**src/rtl/noc.sv**
```systemverilog
// Radix-RADIX switch: one memory-side port fans out to RADIX core ports (M2C),
// and RADIX core ports merge onto the memory port through a round-robin arbiter (C2M).
`ifndef ADDR_WIDTH
`define ADDR_WIDTH 8
`endif
`ifndef DATA_WIDTH
`define DATA_WIDTH 8
`endif
`ifndef RADIX
`define RADIX 2
`endif

module noc #(
    parameter int FIFO_DEPTH = 4
) (
    input  logic                                      clk,
    input  logic                                      rst_l,
    input  logic                                      FIFO_M2C_ENQ,
    input  logic [`ADDR_WIDTH+`DATA_WIDTH-1:0]         FIFO_M2C_IN,
    output logic                                      FIFO_M2C_FULL,
    output logic [`RADIX-1:0]                         FIFO_M2C_ENQ_downstream,
    output logic [`RADIX*(`ADDR_WIDTH+`DATA_WIDTH)-1:0] FIFO_M2C_OUT,
    input  logic [`RADIX-1:0]                         FIFO_M2C_FULL_downstream,
    input  logic [`RADIX-1:0]                         FIFO_C2M_ENQ,
    input  logic [`RADIX*(`ADDR_WIDTH+`DATA_WIDTH)-1:0] FIFO_C2M_IN,
    output logic [`RADIX-1:0]                         FIFO_C2M_FULL,
    output logic                                      FIFO_C2M_ENQ_downstream,
    output logic [`ADDR_WIDTH+`DATA_WIDTH-1:0]         FIFO_C2M_OUT,
    input  logic                                      FIFO_C2M_FULL_downstream
);
    localparam int RADIX = `RADIX;
    localparam int W     = `ADDR_WIDTH + `DATA_WIDTH;
    localparam int DW    = $clog2(RADIX);
    localparam int PW    = (FIFO_DEPTH > 1) ? $clog2(FIFO_DEPTH) : 1;
    localparam int CW    = $clog2(FIFO_DEPTH + 1);
    localparam logic [CW-1:0] DEPTH_C = CW'(FIFO_DEPTH);
    localparam logic [PW-1:0] LAST_P  = PW'(FIFO_DEPTH - 1);

    function automatic logic [PW-1:0] ptr_inc(input logic [PW-1:0] p);
        return (p == LAST_P) ? '0 : p + 1'b1;
    endfunction

    logic [W-1:0]         m2c_mem_q [FIFO_DEPTH];
    logic [W-1:0]         m2c_mem_d [FIFO_DEPTH];
    logic [PW-1:0]        m2c_rd_q, m2c_rd_d, m2c_wr_q, m2c_wr_d;
    logic [CW-1:0]        m2c_cnt_q, m2c_cnt_d;
    logic [RADIX-1:0]     m2c_enq_ds_q, m2c_enq_ds_d;
    logic [RADIX*W-1:0]   m2c_out_q, m2c_out_d;
    logic [W-1:0]         m2c_head;
    logic [DW-1:0]        m2c_dest;
    logic                 m2c_push, m2c_pop;

    logic [W-1:0]         c2m_mem_q [RADIX][FIFO_DEPTH];
    logic [W-1:0]         c2m_mem_d [RADIX][FIFO_DEPTH];
    logic [PW-1:0]        c2m_rd_q [RADIX];
    logic [PW-1:0]        c2m_rd_d [RADIX];
    logic [PW-1:0]        c2m_wr_q [RADIX];
    logic [PW-1:0]        c2m_wr_d [RADIX];
    logic [CW-1:0]        c2m_cnt_q [RADIX];
    logic [CW-1:0]        c2m_cnt_d [RADIX];
    logic [DW-1:0]        c2m_last_q, c2m_last_d;
    logic                 c2m_enq_ds_q, c2m_enq_ds_d;
    logic [W-1:0]         c2m_out_q, c2m_out_d;
    logic [RADIX-1:0]     c2m_push, c2m_pop;
    logic [DW-1:0]        c2m_scan, c2m_gnt;
    logic                 c2m_valid;

    assign m2c_head = m2c_mem_q[m2c_rd_q];
    assign m2c_dest = m2c_head[W-1 -: DW];

    always_comb begin
        m2c_mem_d    = m2c_mem_q;
        m2c_rd_d     = m2c_rd_q;
        m2c_wr_d     = m2c_wr_q;
        m2c_enq_ds_d = '0;
        m2c_out_d    = m2c_out_q;
        // FULL comes from the registered count, so a same-cycle pop never frees a slot for the push.
        m2c_push     = FIFO_M2C_ENQ && (m2c_cnt_q != DEPTH_C);
        m2c_pop      = (m2c_cnt_q != '0) && !FIFO_M2C_FULL_downstream[m2c_dest];
        if (m2c_push) begin
            m2c_mem_d[m2c_wr_q] = FIFO_M2C_IN;
            m2c_wr_d            = ptr_inc(m2c_wr_q);
        end
        if (m2c_pop) begin
            m2c_rd_d                    = ptr_inc(m2c_rd_q);
            m2c_enq_ds_d[m2c_dest]      = 1'b1;
            m2c_out_d[m2c_dest*W +: W]  = m2c_head;
        end
        m2c_cnt_d = m2c_cnt_q + CW'(m2c_push) - CW'(m2c_pop);
    end

    always_comb begin
        c2m_mem_d    = c2m_mem_q;
        c2m_rd_d     = c2m_rd_q;
        c2m_wr_d     = c2m_wr_q;
        c2m_cnt_d    = c2m_cnt_q;
        c2m_last_d   = c2m_last_q;
        c2m_enq_ds_d = 1'b0;
        c2m_out_d    = c2m_out_q;
        c2m_push     = '0;
        c2m_pop      = '0;
        c2m_scan     = '0;
        c2m_gnt      = '0;
        c2m_valid    = 1'b0;
        for (int i = 0; i < RADIX; i++) begin
            c2m_push[i] = FIFO_C2M_ENQ[i] && (c2m_cnt_q[i] != DEPTH_C);
            if (c2m_push[i]) begin
                c2m_mem_d[i][c2m_wr_q[i]] = FIFO_C2M_IN[i*W +: W];
                c2m_wr_d[i]               = ptr_inc(c2m_wr_q[i]);
            end
        end
        // Search starts just after the last winner; RADIX is a power of two so the index wraps naturally.
        for (int k = 0; k < RADIX; k++) begin
            c2m_scan = c2m_last_q + DW'(k + 1);
            if (!c2m_valid && (c2m_cnt_q[c2m_scan] != '0)) begin
                c2m_valid = 1'b1;
                c2m_gnt   = c2m_scan;
            end
        end
        if (c2m_valid && !FIFO_C2M_FULL_downstream) begin
            c2m_pop[c2m_gnt]   = 1'b1;
            c2m_rd_d[c2m_gnt]  = ptr_inc(c2m_rd_q[c2m_gnt]);
            c2m_enq_ds_d       = 1'b1;
            c2m_out_d          = c2m_mem_q[c2m_gnt][c2m_rd_q[c2m_gnt]];
            c2m_last_d         = c2m_gnt;
        end
        for (int i = 0; i < RADIX; i++) begin
            c2m_cnt_d[i] = c2m_cnt_q[i] + CW'(c2m_push[i]) - CW'(c2m_pop[i]);
        end
    end

    always_ff @(posedge clk) begin
        if (rst_l) begin
            m2c_mem_q    <= '{default: '0};
            m2c_rd_q     <= '0;
            m2c_wr_q     <= '0;
            m2c_cnt_q    <= '0;
            m2c_enq_ds_q <= '0;
            m2c_out_q    <= '0;
            c2m_mem_q    <= '{default: '0};
            c2m_rd_q     <= '{default: '0};
            c2m_wr_q     <= '{default: '0};
            c2m_cnt_q    <= '{default: '0};
            c2m_last_q   <= DW'(RADIX - 1);
            c2m_enq_ds_q <= 1'b0;
            c2m_out_q    <= '0;
        end else begin
            m2c_mem_q    <= m2c_mem_d;
            m2c_rd_q     <= m2c_rd_d;
            m2c_wr_q     <= m2c_wr_d;
            m2c_cnt_q    <= m2c_cnt_d;
            m2c_enq_ds_q <= m2c_enq_ds_d;
            m2c_out_q    <= m2c_out_d;
            c2m_mem_q    <= c2m_mem_d;
            c2m_rd_q     <= c2m_rd_d;
            c2m_wr_q     <= c2m_wr_d;
            c2m_cnt_q    <= c2m_cnt_d;
            c2m_last_q   <= c2m_last_d;
            c2m_enq_ds_q <= c2m_enq_ds_d;
            c2m_out_q    <= c2m_out_d;
        end
    end

    always_comb begin
        FIFO_C2M_FULL = '0;
        for (int i = 0; i < RADIX; i++) begin
            FIFO_C2M_FULL[i] = (c2m_cnt_q[i] == DEPTH_C);
        end
    end

    assign FIFO_M2C_FULL           = (m2c_cnt_q == DEPTH_C);
    assign FIFO_M2C_ENQ_downstream = m2c_enq_ds_q;
    assign FIFO_M2C_OUT            = m2c_out_q;
    assign FIFO_C2M_ENQ_downstream = c2m_enq_ds_q;
    assign FIFO_C2M_OUT            = c2m_out_q;

endmodule

```
**config.mk**
```make
export PLATFORM = sky130hd
export DESIGN_NAME = noc
export DESIGN_NICKNAME = d
export VERILOG_FILES = /design/src/rtl/noc.sv
export SDC_FILE = /design/constraint.sdc
export NUM_CORES = 1
export LEC_CHECK = 0
export ABC_AREA = 1
export CAP_MARGIN = 20
export CORE_MARGIN = 1.5
export CORE_UTILIZATION = 40
export DETAILED_ROUTE_END_ITERATION = 8
export PLACE_DENSITY = 0.56
export SYNTH_ARGS = -nofsm -noshare
export SYNTH_HDL_FRONTEND = slang
export SYNTH_SLANG_ARGS = --single-unit
```
**constraint.sdc**
```tcl
create_clock -name clk -period 3.1 [get_ports clk]
set_input_delay 0.93 -clock clk [delete_from_list [all_inputs] [get_ports clk]]
set_output_delay 0.93 -clock clk [all_outputs]
set_load 0.02 [all_outputs]
```
### Yosys cells after proc, flatten, opt, wreduce, memory -nomap -nowiden

Index checks and enable logic that the tools add are counted.

| word-level totals | value |
|---|---|
| ROM bits | 0 |
| memories kept | 0 |
| register bits | 265 |
| bits in writable memories | 0 |
| output and inout port bits | 54 |
| bits in latches | 0 |

| operators by class | value |
|---|---|
| divide/modulo/power cells | 0 |
| shift operators | 2 |
| equality and inequality tests | 11 |
| reductions and logical operators | 19 |
| $lt $le $gt $ge | 16 |
| multipliers | 0 |
| bitwise gates (word level) | 9 |
| multiplexer cells | 48 |
| add/subtract/negate cells | 13 |

Operators by type and width:

| cell | count |
|---|---|
| $bwmux 64 | 3 |
| $mux 64 | 3 |
| $mux 16 | 7 |
| $demux 16 s2 | 3 |
| $bmux 16 s2 | 2 |
| $neg 5->34 | 1 |
| $shift 16x34->32 const A | 1 |
| $shiftx 16x34->32 | 1 |
| $bwmux 32 | 1 |
| $mux 2 | 10 |
| $mux 3 | 6 |
| $ge 3x3->1 const B | 5 |
| $not 2->3 | 5 |
| $logic_and 1x1->1 | 12 |
| $add 2x1->2 const B | 5 |
| $eq 2x2->1 const B | 5 |
| $add 3x1->3 | 3 |
| $eq 3x3->1 const B | 3 |
| $lt 3x1->1 const B | 3 |
| $mux 1 | 9 |
| $ne 3x3->1 const B | 3 |
| $reduce_bool 3->1 | 3 |
| $sub 3x1->3 | 3 |
| $ge 2x2->1 const B | 3 |
| other kinds (11) | 18 |

### Longest topological paths before layout

| logic depth | value |
|---|---|
| depth in word-level cells | 18 |
| gate-level depth with buffers | 17 |
| depth with buffers taken out | 15 |

### Least setup slack after synthesis

OpenSTA, ideal clock, no wires.

| path | value |
|---|---|
| kind | input to register |
| start | input port FIFO_M2C_ENQ |
| end | register m2c_cnt_q[2] |
| data arrival time | 2533 ps |
| library setup time | 120 ps |
| slack | 447 ps |
| required time | 2980 ps |
| buffers on the path | 1 |
| cell stages on the path | 11 |
| cell sequence | inv_1 -> nor2_1 -> buf_2 -> inv_1 -> ha_1 -> inv_1 -> ha_1 -> inv_1 -> fa_1 -> o21ai_0 -> a21oi_1 |

| on the way | value |
|---|---|
| cells in the longest elaborated chain, start to end | 3 |

Ends and longest elaborated chain:

| item | line | RTL |
|---|---|---|
| from (decl) | 18 | `input logic FIFO_M2C_ENQ,` |
| $logic_and 1x1->1 | 78 | `m2c_push = FIFO_M2C_ENQ && (m2c_cnt_q != DEPTH_C);` |
| $add 3x1->3 | 89 | `m2c_cnt_d = m2c_cnt_q + CW'(m2c_push) - CW'(m2c_pop);` |
| $sub 3x1->3 | 89 |  |
| to (signal assigned) | 151 | `m2c_cnt_q <= m2c_cnt_d;` |
| to (decl) | 46 | `logic [CW-1:0] m2c_cnt_q, m2c_cnt_d;` |

No other way between the ends.
A chain may end at the register's enable or synchronous reset.

### Final worst setup path

| path | value |
|---|---|
| start | register m2c_cnt_q[1] |
| end | output port FIFO_M2C_FULL |

| on the way | value |
|---|---|
| cells in the longest elaborated chain, start to end | 1 |

Ends and longest elaborated chain:

| item | line | RTL |
|---|---|---|
| $eq 3x3->1 | 171 | `assign FIFO_M2C_FULL = (m2c_cnt_q == DEPTH_C);` |
| to (decl) | 20 | `output logic FIFO_M2C_FULL,` |

No other way between the ends.

==> Flow_metrics.wiki <==
{| class="wikitable"
! Metric !! Value
|-
| Outcome || completed
|-
| Most used DFF post-synth || sky130_fd_sc_hd__dfxtp_1
|-
| Hold Path Depth || 2
|-
| Fin crit share || between 90% and 100%
|-
| Detailed router's first-iteration violation count || ~700
|-
| CTS tree || built
|-
| Number of detailed-routing iterations run before antenna repair || 5
|-
| Most repeated cell in the gate-level netlist after synthesis || sky130_fd_sc_hd__nand2_1
|-
| Initial core utilization || roughly two fifths
|-
| Proportion of power drawn by flip-flops and latches || 30.2%
|-
| Endpoints failing hold || 0
|-
| PostCTS Resize Cnt || 0
|-
| Worst slew margin relative to its limit || between 40% and 50%
|-
| Switching component of the power || 5.94 mW
|-
| Data arrival time of the worst path || 1860 ps
|-
| Post-route core utilization || 48.9%
|-
| Residual DRC count || 0
|-
| Total negative slack for setup checks || 0 ps
|-
| End of the worst register-to-register path || FIFO_C2M_OUT[6]$_SDFFE_PP0N_
|-
| Post-DP HPWL || ~23 mm
|-
| Root buffer selected by CTS || sky130_fd_sc_hd__clkbuf_16
|-
| Setup repair after global routing missed its margin || false
|-
| PnR Total Power || 14.0 mW
|-
| Final-report setup violation count || 0
|-
| Number of standard cells after synthesis || 1654
|-
| R2R Setup Slk || 390 ps
|-
| Highest net fanout along the worst path || 4
|-
| LEAKAGE || 5.67 nW
|-
| Final antenna-violating net count || 0
|-
| Fraction of final layout cells with drive strength greater than 1 || 7.86%
|-
| Top post-synthesis cells by count || 364 x sky130_fd_sc_hd__nand2_1, 264 x sky130_fd_sc_hd__dfxtp_1, 226 x sky130_fd_sc_hd__nand3_1, 225 x sky130_fd_sc_hd__a21oi_1, 144 x sky130_fd_sc_hd__o21ai_0
|-
| PD cells || around 990 nW/um^2
|-
| Number of pins with negative max-slew slack in the final report || 0
|-
| Yosys Warn Count || 0
|-
| Sequential area share after synthesis || 44.7%
|-
| Clock-pin slew of the registers on the worst-case setup and hold paths || 60 ps
|-
| Post-cts hold buffer count || 0
|-
| WS Path Type || register to primary output
|-
| Post-route non-filler standard cell count || 2127
|-
| Switching fraction of total power || 42.5%
|-
| Count of vias placed by the detailed router || 10900
|-
| Setup crit start kind || register
|-
| Number of global-route vias before repair || 10300
|-
| IR drop worst, VDD || 0.551 mV
|-
| Minimum period implied by the final worst setup slack || between 2000 and 3000 ps
|-
| Worst hold path endpoint || c2m_mem_q[118]$_SDFFE_PP0P_
|-
| Cell area after layout || 14200 sq um
|-
| Die Y-Extent || roughly 170 um
|-
| All-Layer GR Usage || a little under a quarter
|-
| Cell area after synthesis || 11800 sq um
|-
| Layout net count || 1803
|-
| Fraction of registers with async set/reset || 0%
|-
| Max-capacitance violation count || 0
|-
| Minimum setup slack in the final design || 305 ps
|-
| Floorplan Core Area || 28900 sq um
|-
| CTS Sinks || 264
|-
| Post-CTS setup buffer count || 0
|-
| Relative contribution of combinational cells to total power || 45.6%
|-
| Area added between synthesis and finish || 19.7%
|-
| Number of antenna violations at the first check in global routing || 1
|-
| Count of flip-flops with a built-in enable after synthesis || 0
|-
| Number of input and output port buffers inserted || about 110
|-
| Clock insertion delay at the later pin of the skew report || 550 ps
|-
| Number of distinct library cells after synthesis || 33
|-
| Hold Worst Slack || between 400 and 500 ps
|-
| Depth of the worst register-to-register path || 12
|-
| Core Rows || 62
|-
| Wire length of the first global-routing pass || 56.5 mm
|-
| Fmax achieved || 358 MHz
|-
| Placed cell area || between 10000 and 15000 sq um
|-
| Internal portion of total power || around 8.0 mW
|-
| Synth top area share || 44.7%
|-
| Clock share of power || 24.2%
|-
| Maximum number of pins on one net before global-route repair || 117
|-
| Last weighted congestion value of the routability-driven placer || 0.785
|-
| Hold WC Path Type || register to register
|-
| Req. time, crit path || 2170 ps
|-
| Post-placement cell count || between 2000 and 2500
|-
| Biggest area contributors in the synthesized netlist || sky130_fd_sc_hd__dfxtp_1 45%, sky130_fd_sc_hd__nand2_1 12%, sky130_fd_sc_hd__nand3_1 9.6%
|-
| Area of the die || 30600 sq um
|-
| Clock tree buffer depth || 3
|-
| Congestion Overflow GR || 0
|-
| Io pins || 110
|-
| Synth Area per Inst || 7.15 sq um
|-
| Hold path startpoint || c2m_mem_q[118]$_SDFFE_PP0P_
|-
| TritonCTS Buffers || 30
|-
| Worst Setup End Kind || primary output
|-
| Worst r2r src || c2m_cnt_q[4]$_SDFF_PP0_
|-
| Fill cells || 2913
|-
| Worst slack at placement || ~110 ps
|-
| Die W || 175 um
|-
| Leading area contributor after synthesis || sky130_fd_sc_hd__dfxtp_1
|-
| # H-tree levels || 1
|-
| Final clock skew || 7.05 ps
|-
| Routed via count divided by cell count || roughly 5.1
|-
| Slew of the pin with the lowest slew margin || 760 ps
|-
| Average wire per standard cell || 16.6 um
|-
| Synthesized Nets || roughly 1700
|-
| Yosys reg bits || 264
|-
| Sum of routed wire length over all layers || between 30 and 40 mm
|}
==> routing by layer <==
metal | up-vias | global-route usage, % | wire (um)
li1 | 5546 | - | -
met1 | 5031 | 31.0 | 16300
met2 | 271 | 38.9 | 16400
met3 | 71 | 2.48 | 1560
met4 | 0 | 6.91 | 1060
met5 | - | 0 | 0
==> cell type report <==
type	count	area [sq um]	area share (%)
clock buffer	46	922	6.51
multi-input combinational	1122	5420	38.2
tap	384	480	3.39
sequential	264	5290	37.3
inverter	150	568	4.01
clock inverter	3	15.0	0.106
timing repair buffer	157	1470	10.4
antenna	1	2.50	0.0177
==> worst max-delay path: stages (launching register included) <==
cell and delay [ps]:
sky130_fd_sc_hd__dfxtp_1 360, sky130_fd_sc_hd__nor3_1 260, sky130_fd_sc_hd__clkdlybuf4s50_1 700
==> power by group through the flow <==
stage / combinational [mW] / sequential (mW) / clock [mW]
after floorplan: 4.33 / 4.45 / 0
after global placement: 6.36 / 4.29 / 0
after detailed placement: 6.38 / 4.30 / 0
after CTS: 6.41 / 4.23 / 3.44
after global routing: 7.17 / 4.29 / 3.57
final: 6.38 / 4.22 / 3.39
==> registers in the layout, indices dropped and copies added, names as in the netlist, 3 cells and up <==
signal,flops
m2c_cnt_q,3
FIFO_M2C_OUT,31
FIFO_C2M_OUT,16
m2c_mem_q,64
c2m_mem_q,128
c2m_wr_q,4
c2m_cnt_q,6
c2m_rd_q,4
==> kinds of logic after synthesis <==
family / after synthesis / share of synthesized area, %
other: 1 / 0.0317
DFF: 264 / 44.7
buffers and inverters: 268 / 9.63
muxes: 1 / 0.0846
AOI/OAI and AO/OA: 397 / 17.3
adders and majority gates: 22 / 2.52
xor gates and xnor gates: 4 / 0.296
and+or+nand+nor: 697 / 25.4
==> worst max path at each step <==
stage	from	slack [ps]	cells past startpoint	endpoint
after floorplan	FIFO_M2C_ENQ	450	11	m2c_cnt_q[2]$_SDFF_PP0_
after global placement	FIFO_C2M_FULL_downstream	140	10	c2m_cnt_q[5]$_SDFF_PP0_
after detailed placement	FIFO_C2M_FULL_downstream	110	10	c2m_cnt_q[5]$_SDFF_PP0_
after CTS	m2c_cnt_q[1]$_SDFF_PP0_	280	2	FIFO_M2C_FULL
after global routing	m2c_cnt_q[2]$_SDFF_PP0_	180	3	FIFO_M2C_FULL
final	m2c_cnt_q[1]$_SDFF_PP0_	310	2	FIFO_M2C_FULL
==> layout by cell type (no fill, tap or decap), types with 3 or more instances in the layout <==
master,synthesis,final
sky130_fd_sc_hd__nand2_1,364,363
sky130_fd_sc_hd__dfxtp_1,264,264
sky130_fd_sc_hd__nand3_1,226,226
sky130_fd_sc_hd__a21oi_1,225,225
sky130_fd_sc_hd__o21ai_0,144,144
sky130_fd_sc_hd__inv_1,141,141
sky130_fd_sc_hd__clkdlybuf4s50_1,0,107
sky130_fd_sc_hd__nor2_1,82,81
sky130_fd_sc_hd__buf_4,11,48
sky130_fd_sc_hd__clkbuf_16,0,31
sky130_fd_sc_hd__ha_1,19,19
sky130_fd_sc_hd__o22ai_1,16,16
sky130_fd_sc_hd__nand2_2,12,13
sky130_fd_sc_hd__a21oi_2,9,9
sky130_fd_sc_hd__clkbuf_8,0,9
sky130_fd_sc_hd__inv_2,7,7
sky130_fd_sc_hd__clkbuf_1,54,6
sky130_fd_sc_hd__nand2_4,4,4
sky130_fd_sc_hd__xor2_1,4,4
sky130_fd_sc_hd__fa_1,3,3
sky130_fd_sc_hd__clkinv_2,0,3
Power figures use the tool's default switching activity.
